==> src/rtl/key_event_ctrl_pkg.sv <==
// Shared state encoding and default timing for the key event sequencer.
// Shared with the key_fliter debounce stage.
package key_event_ctrl_pkg;

    typedef enum logic [2:0] {
        IDLE   = 3'd0,
        PRESS1 = 3'd1,
        WAIT2  = 3'd2,
        PRESS2 = 3'd3,
        HOLD   = 3'd4
    } key_state_e;

    localparam int unsigned DEF_CNT_W    = 26;
    localparam int unsigned DEF_LONG_CYC = 50_000_000;
    localparam int unsigned DEF_DBL_CYC  = 15_000_000;
    localparam int unsigned DEF_REP_CYC  = 10_000_000;

endpackage

==> src/rtl/key_event_ctrl_if.sv <==
// Strobe inputs and event outputs between the key_fliter stage and the sequencer.
interface key_event_ctrl_if;

    logic en;
    logic key_flag;
    logic key_state;
    logic short_pulse;
    logic long_pulse;
    logic dbl_pulse;
    logic rep_pulse;
    logic busy;

    modport master (
        output en, key_flag, key_state,
        input  short_pulse, long_pulse, dbl_pulse, rep_pulse, busy
    );

    modport slave (
        input  en, key_flag, key_state,
        output short_pulse, long_pulse, dbl_pulse, rep_pulse, busy
    );

endinterface

==> src/rtl/key_event_ctrl_timer.sv <==
// Saturating interval counter with synchronous clear and a terminal compare
// against a limit selected by the caller.
module key_evt_timer #(
    parameter int unsigned CNT_W = 26
) (
    input  logic             clk,
    input  logic             rst_n,
    input  logic             clr,
    input  logic [CNT_W-1:0] limit,
    output logic             tc
);

    logic [CNT_W-1:0] cnt;

    always_ff @(posedge clk) begin
        if (!rst_n) begin
            cnt <= '0;
        end else if (clr) begin
            cnt <= '0;
        end else if (cnt != '1) begin
            cnt <= cnt + 1'b1;
        end
    end

    assign tc = (cnt == limit);

endmodule

==> src/rtl/key_event_ctrl.sv <==
// Classifies debounced key gestures into short, long, double-click and
// auto-repeat single-cycle event pulses.
module key_event_ctrl
    import key_event_ctrl_pkg::*;
#(
    parameter int unsigned CNT_W    = DEF_CNT_W,
    parameter int unsigned LONG_CYC = DEF_LONG_CYC,
    parameter int unsigned DBL_CYC  = DEF_DBL_CYC,
    parameter int unsigned REP_CYC  = DEF_REP_CYC,
    parameter bit          REP_EN   = 1'b1
) (
    input logic             clk,
    input logic             rst_n,
    key_event_ctrl_if.slave bus
);

    key_state_e       state, state_n;
    logic             press, release_s;
    logic             clr, tc, rep_restart;
    logic [CNT_W-1:0] limit;
    logic             short_n, long_n, dbl_n, rep_n;
    logic             short_q, long_q, dbl_q, rep_q, busy_q;

    assign press     = bus.key_flag & ~bus.key_state;
    assign release_s = bus.key_flag &  bus.key_state;

    key_evt_timer #(.CNT_W(CNT_W)) u_timer (
        .clk   (clk),
        .rst_n (rst_n),
        .clr   (clr),
        .limit (limit),
        .tc    (tc)
    );

    always_comb begin
        state_n     = state;
        short_n     = 1'b0;
        long_n      = 1'b0;
        dbl_n       = 1'b0;
        rep_n       = 1'b0;
        rep_restart = 1'b0;

        case (state)
            PRESS1:  limit = CNT_W'(LONG_CYC - 1);
            WAIT2:   limit = CNT_W'(DBL_CYC - 1);
            HOLD:    limit = CNT_W'(REP_CYC - 1);
            default: limit = '1;
        endcase

        if (!bus.en) begin
            state_n = IDLE;
        end else begin
            // Strobes are tested before the terminal count so they win a tie.
            case (state)
                IDLE: begin
                    if (press) state_n = PRESS1;
                end
                PRESS1: begin
                    if (release_s) begin
                        state_n = WAIT2;
                    end else if (tc) begin
                        state_n = HOLD;
                        long_n  = 1'b1;
                    end
                end
                WAIT2: begin
                    if (press) begin
                        state_n = PRESS2;
                    end else if (tc) begin
                        state_n = IDLE;
                        short_n = 1'b1;
                    end
                end
                PRESS2: begin
                    if (release_s) begin
                        state_n = IDLE;
                        dbl_n   = 1'b1;
                    end
                end
                HOLD: begin
                    if (release_s) begin
                        state_n = IDLE;
                    end else if (REP_EN && tc) begin
                        rep_n       = 1'b1;
                        rep_restart = 1'b1;
                    end
                end
                default: state_n = IDLE;
            endcase
        end

        clr = !bus.en || rep_restart || (state_n != state);
    end

    always_ff @(posedge clk) begin
        if (!rst_n) begin
            state   <= IDLE;
            short_q <= 1'b0;
            long_q  <= 1'b0;
            dbl_q   <= 1'b0;
            rep_q   <= 1'b0;
            busy_q  <= 1'b0;
        end else begin
            state   <= state_n;
            short_q <= short_n;
            long_q  <= long_n;
            dbl_q   <= dbl_n;
            rep_q   <= rep_n;
            busy_q  <= (state_n != IDLE);
        end
    end

    assign bus.short_pulse = short_q;
    assign bus.long_pulse  = long_q;
    assign bus.dbl_pulse   = dbl_q;
    assign bus.rep_pulse   = rep_q;
    assign bus.busy        = busy_q;

endmodule

==> src/flat_wrapper.sv <==
// flat-port wrapper written by rule: the top's interface ports become plain ports
module key_event_ctrl_flat import key_event_ctrl_pkg::*;
#(
    parameter int unsigned CNT_W    = DEF_CNT_W,
    parameter int unsigned LONG_CYC = DEF_LONG_CYC,
    parameter int unsigned DBL_CYC  = DEF_DBL_CYC,
    parameter int unsigned REP_CYC  = DEF_REP_CYC,
    parameter bit          REP_EN   = 1'b1
)
  (clk, rst_n, bus_en, bus_key_flag, bus_key_state, bus_short_pulse, bus_long_pulse, bus_dbl_pulse, bus_rep_pulse, bus_busy);
  key_event_ctrl_if bus_i ();
  input logic clk;
  input logic rst_n;
  input wire logic [$bits(bus_i.en)-1:0] bus_en;
  input wire logic [$bits(bus_i.key_flag)-1:0] bus_key_flag;
  input wire logic [$bits(bus_i.key_state)-1:0] bus_key_state;
  output wire logic [$bits(bus_i.short_pulse)-1:0] bus_short_pulse;
  output wire logic [$bits(bus_i.long_pulse)-1:0] bus_long_pulse;
  output wire logic [$bits(bus_i.dbl_pulse)-1:0] bus_dbl_pulse;
  output wire logic [$bits(bus_i.rep_pulse)-1:0] bus_rep_pulse;
  output wire logic [$bits(bus_i.busy)-1:0] bus_busy;
  assign bus_i.en = bus_en;
  assign bus_i.key_flag = bus_key_flag;
  assign bus_i.key_state = bus_key_state;
  assign bus_short_pulse = bus_i.short_pulse;
  assign bus_long_pulse = bus_i.long_pulse;
  assign bus_dbl_pulse = bus_i.dbl_pulse;
  assign bus_rep_pulse = bus_i.rep_pulse;
  assign bus_busy = bus_i.busy;
  key_event_ctrl #(.CNT_W(CNT_W), .LONG_CYC(LONG_CYC), .DBL_CYC(DBL_CYC), .REP_CYC(REP_CYC), .REP_EN(REP_EN)) u_core (.clk(clk), .rst_n(rst_n), .bus(bus_i));
endmodule
==> config.mk <==
export PLATFORM = sky130hd
export DESIGN_NAME = key_event_ctrl_flat
export DESIGN_NICKNAME = d
export VERILOG_FILES = /design/src/rtl/key_event_ctrl_pkg.sv /design/src/rtl/key_event_ctrl_if.sv /design/src/rtl/key_event_ctrl_timer.sv /design/src/rtl/key_event_ctrl.sv /design/src/flat_wrapper.sv
export SDC_FILE = /design/constraint.sdc
export NUM_CORES = 1
export LEC_CHECK = 0
export CAP_MARGIN = 20
export CORE_ASPECT_RATIO = 1.5
export CORE_MARGIN = 3
export CORE_UTILIZATION = 45
export CTS_CLUSTER_SIZE = 30
export DETAILED_ROUTE_END_ITERATION = 12
export SYNTH_ARGS = -nofsm -noshare
export SYNTH_HDL_FRONTEND = slang
export SYNTH_SLANG_ARGS = --single-unit
export TNS_END_PERCENT = 30
==> constraint.sdc <==
create_clock -name clk -period 2.95 [get_ports clk]
set_clock_uncertainty 0.1 [all_clocks]
set_input_delay 0.59 -clock clk [delete_from_list [all_inputs] [get_ports clk]]
set_output_delay 0.59 -clock clk [all_outputs]
set_load 0.02 [all_outputs]
## After elaboration in Yosys (flattened, before gate mapping)

Index checks and enable logic that the tools add are counted.

- Register bits after elaboration: 34
- Input bits: 5

- $add $sub $neg: 1
- Equality and inequality tests: 7
- Multiplexer cells: 14
- Bitwise logic cells: 6
- Reduce and logical (&&, ||, !) cells: 10

Operator list:

| operator | number |
|---|---|
| one-hot mux 26 bit (3 select lines) | 1 |
| adder 26 x 1 -> 26 bit, second input constant | 1 |
| equality test 26 bit | 1 |
| != test 26 bit, second input constant | 1 |
| two-way mux 3 bit | 7 |
| one-hot mux 3 bit (4 select lines) | 1 |
| equality test 3 x 2 -> 1 bit, second input constant | 2 |
| AND reduction 3 bit | 2 |
| two-way mux 1 bit | 5 |
| inverter 1 bit | 4 |
| OR reduction 2 bit | 2 |
| OR reduction 4 bit | 1 |
| equality test 3 x 1 -> 1 bit, second input constant | 1 |
| equality test 3 bit, second input constant | 1 |
| zero test 3 bit | 1 |
| != test 3 bit | 1 |
| nonzero test 3 bit | 1 |
| AND 1 bit | 2 |
| logical OR 1 bit | 2 |
| zero test 1 bit | 1 |

## Longest topological paths before layout

- Word-level depth: 10
- Mapped depth: 9

## Cells and area by module

From an unflattened synthesis, not the netlist that was laid out.

- Cells, all modules: 270
- Area, all modules: 2267.2 µm²

By module, submodules not included:

| module | times used | cells an instance | area each (µm²) | sequential area each (µm²) |
|---|---|---|---|---|
| key_evt_timer | 1 | 215 | 1798.0 | 520.5 |
| key_event_ctrl | 1 | 55 | 469.2 | 160.2 |

## Worst setup path after synthesis

OpenSTA, ideal clock, no wires.

- Kind: register to register
- Start: register u_core.u_timer.cnt[0]
- End: register u_core.short_q (netlist: u_core.bus.short_pulse)
- Setup time: 100 ps
- Data arrival time: 2129 ps
- Data required time: 2750 ps
- Slack: 622 ps
- Cell stages (with the launch flop): 9
- Buffers on the path: 1
- Clock period less this slack: 2328 ps
- Cells stage by stage: dfxtp_1 > ha_1 > buf_4 > nand4_2 > or4b_4 > nor3_4 > nand4_4 > or2_4 > a2111oi_4

- Longest elaborated chain between the ends: 2

Ends and longest elaborated chain:

| item | line | text |
|---|---|---|
| start, declared | key_event_ctrl_timer.sv:13 | `logic [CNT_W-1:0] cnt;` |
| start signal, assigned | key_event_ctrl_timer.sv:21 | `cnt <= cnt + 1'b1;` |
| equality test 26 bit | key_event_ctrl_timer.sv:25 | `assign tc = (cnt == limit);` |
| two-way mux 1 bit | key_event_ctrl.sv:69 | `end else if (tc) begin` |
| end signal, assigned | key_event_ctrl.sv:105 | `short_q <= short_n;` |
| end, declared | key_event_ctrl.sv:22 | `logic short_q, long_q, dbl_q, rep_q, busy_q;` |

No other way between the ends.
A chain may end at the register's enable or synchronous reset.

## Worst setup path in the final report

Same ends and word-level chain as after synthesis.

==> results.txt <==
Status - complete, no violations
Mux cell area share after synthesis - 1.35%
CTS resizes - 0
Simple-Gate Fraction of Synth Area - 33.4%
Number of synthesized flops with an enable pin - 0
Synth Cell Area - 2230 um2
Static leakage - 0.774 nW
# diodes - 0
Post-synthesis area per instance - 8.53 um2
CP endpoint kind - flop
Cell Chain, Critical Path - ha_1, nand4_2, or4b_4, nor3_4, nand4_4, or2_4, a2111oi_4
Die X - 63.4 um
RR Startpoint - u_core.u_timer.cnt[0]
Minimum clock period after layout - 2420 ps
Initial antenna violation count - 0
Synth Area in Adders - 0.562%
Slowest cell on crit path - or4b_4
Power Internal - 0.665 mW
Slew Limit Fails - 0
Max_slew headroom - 66.2%
Syn Inst Count - 261
Cts bufs inserted - 5
# hold bufs at CTS - 0
Worst path bufs/invs - 0
Global-route total usage across every layer - 20.0%
I/O pin count - 10
Count of final hold-check violations - 0
Max IR drop VDD - 0.229 mV
Initial DRC count - 125
Worst-path fanout max - 7
Root Driver - clkbuf_8
Max-cap viol count - 0
Share of total power in the clock network - 39.9%
Tcrit/Tclk final - 82.2%
Switching Share - 22.9%
Post-synthesis cell type count - 62
Layout area overhead - 7.98%
F_max - 413 MHz
Wire length per cell - 16.2 um
FF-to-FF setup slack - 530 ps
Row count - 30
Layout Nets - 275
CP peak stage delay - 540 ps
Async set or reset register ratio after synthesis - 0%
Main combinational cell family by area after synthesis - simple AND/OR/NAND/NOR gates
Htree depth - 2
CTS Sinks - 34
Final setup fails - 0
Latest clock arrival within the worst-skew pair - 290 ps
Unrepaired setup endpoints after global routing - false
Pwr per Cell Area - 359 nW/um2
Share of cells above drive strength 1 - 14.9%
Initial core utilization - 47.8%
WP data required - 3040 ps
Die footprint - 5840 um2
# DRC - 0
Via Count - 1944
GRT overflow - 0
Xor/xnor share of the synthesized area - 11.4%
Yosys reg bits - 34
Worst-Margin Slew - 503 ps
Core area - 4650 um2
Hold path depth - 2
Initial DRT Pass Iterations - 4
CP Launch Type - flop
CTS Buffer Depth - 2
Worst path top cell family by delay - simple AND/OR/NAND/NOR gates
Post-route setup TNS - 0 ps
First-pass GRT wire length - 9130 um
Post-detail-place hpwl - 3950 um
Final ANT Viol Nets - 0
Net count after synthesis - 267
Post-CTS Setup Inserts - 0
Synth Warn # - 0
Post-synth top flop - dfxtp_1
Largest net degree at the start of global routing - 17
Worst-path clk slew - 70 ps
Reg power frac - 54.0%
Hold Crit Class - flop to flop
Die height - 92.1 um
Crit path kind - flop to flop
Power, Total - 0.862 mW
Number of global-route vias before repair - 1848
Hold Crit Start - u_core.u_timer.cnt[1]
Worst Hold Endpoint - u_core.u_timer.cnt[1]
Routability cong. - 0.834
Reg2Reg Depth - 7
Port buffer count - 9
Gate power share - 6.1%
Total length of routed wires - 5390 um
Worst R2R End - u_core.bus.short_pulse
CP Data Arrival Time - 2510 ps
Compound-cell area share of the yosys netlist - 15.4%
Vias per cell - 5.86
CTS tree - built
Psw - 0.197 mW
Seq/Total Area, Yosys - 30.6%
## metrics by stage
step	worst slack, ps	hold slack (ps)	cell area, um2	instances	util [%]
4_1_cts	512	462	2400	332	51.6
3_5_place_dp	437	449	2320	326	49.9
2_1_floorplan	622	419	2230	261	-
3_3_place_gp	462	438	2320	326	49.9
6_report	526	452	2400	332	51.6
5_1_grt	358	503	2400	332	51.6
## synth_stat cells (all sizes together) (5+ instances only)
| library cell | count | share of area, % |
|---|---|---|
| a21boi | 6 | 2.2 |
| a21oi | 16 | 3.8 |
| and3 | 6 | 1.8 |
| buf | 13 | 4.0 |
| dfxtp | 34 | 31 |
| inv | 5 | 0.84 |
| nand2 | 21 | 4.0 |
| nand3 | 15 | 3.4 |
| nand4 | 9 | 3.5 |
| nor2 | 14 | 2.5 |
| nor3 | 24 | 5.9 |
| nor4 | 7 | 2.2 |
| o21ai | 10 | 2.8 |
| or3 | 6 | 1.7 |
| or4 | 5 | 1.7 |
| xnor2 | 13 | 5.1 |
| xor2 | 16 | 6.3 |
## registers in the layout, summed over array words and instances (netlist names)
| register | flops |
|---|---|
| u_core.bus.short_pulse | 1 |
| u_core.bus.long_pulse | 1 |
| u_core.bus.dbl_pulse | 1 |
| u_core.state | 3 |
| u_core.u_timer.cnt | 26 |
| u_core.bus.rep_pulse | 1 |
| u_core.bus.busy | 1 |
## layout make-up
| type | count | area (um2) |
|---|---|---|
| multi-input cells | 205 | 1380 |
| inverters | 5 | 18.8 |
| fillers | 495 | 2250 |
| well taps | 64 | 80.1 |
| flip-flops and latches | 34 | 681 |
| clock buffers | 6 | 82.6 |
| repair buffers | 18 | 158 |
## power groups by stage
stage / clock network [mW] / registers [mW] / logic, mW
floorplan: 0 / 0.474 / 0.0377
global placement: 0 / 0.476 / 0.0520
detailed placement: 0 / 0.476 / 0.0522
CTS: 0.352 / 0.465 / 0.0525
global route: 0.378 / 0.465 / 0.0574
finish: 0.344 / 0.465 / 0.0523
## layout by cell type (no fill, tap or decap), types with 6 or more instances in the layout
cell type | synthesis | final
nor3_1 | 23 | 23
clkbuf_8 | 1 | 6
nand3_1 | 15 | 15
nor2_1 | 13 | 13
o21ai_0 | 7 | 7
nand2_1 | 19 | 19
buf_4 | 2 | 9
nand4_1 | 7 | 7
xor2_1 | 16 | 16
a21oi_1 | 15 | 15
nor4_1 | 6 | 6
clkdlybuf4s50_1 | 0 | 9
xnor2_1 | 13 | 13
dfxtp_1 | 34 | 34
## worst register-to-register path: cells and delay by family (launching register included)
kind / cells / cell delay [ps]
and+or+nand+nor: 5 / 1390
DFF: 1 / 380
AOI/OAI and AO/OA: 1 / 260
adders and majority gates: 1 / 200
## metal layers
| layer | part of all wire, % | GRT usage [%] | up-vias | routed length (um) |
|---|---|---|---|---|
| li1 | - | - | 966 | - |
| met5 | 0 | 0 | - | 0 |
| met2 | 51 | 35.2 | 49 | 2770 |
| met3 | 3.1 | 3.43 | 18 | 167 |
| met4 | 3.3 | 10.8 | 0 | 178 |
| met1 | 42 | 22.3 | 911 | 2280 |
## kinds of logic after synthesis
family | after synthesis
multiplexers | 3
buffers and inverters | 22
XOR/XNOR | 29
adder cells (fa/ha/maj) | 1
AND/OR/NAND/NOR | 125
flip-flops | 34
AO/OA/AOI/OAI | 47
## worst max-delay path by stage
stage / startpoint / to / slack (ps) / cells past startpoint
after global placement: bus_key_flag / u_core.u_timer.cnt[12] / 460 / 7
final: u_core.u_timer.cnt[0] / u_core.bus.short_pulse / 530 / 7
after floorplan: u_core.u_timer.cnt[0] / u_core.bus.short_pulse / 620 / 8
after CTS: u_core.u_timer.cnt[0] / u_core.bus.short_pulse / 510 / 7
after global routing: u_core.state[0] / u_core.u_timer.cnt[20] / 360 / 6
after detailed placement: bus_key_flag / u_core.u_timer.cnt[4] / 440 / 7
Note: power is estimated with default switching activity, not from simulation.
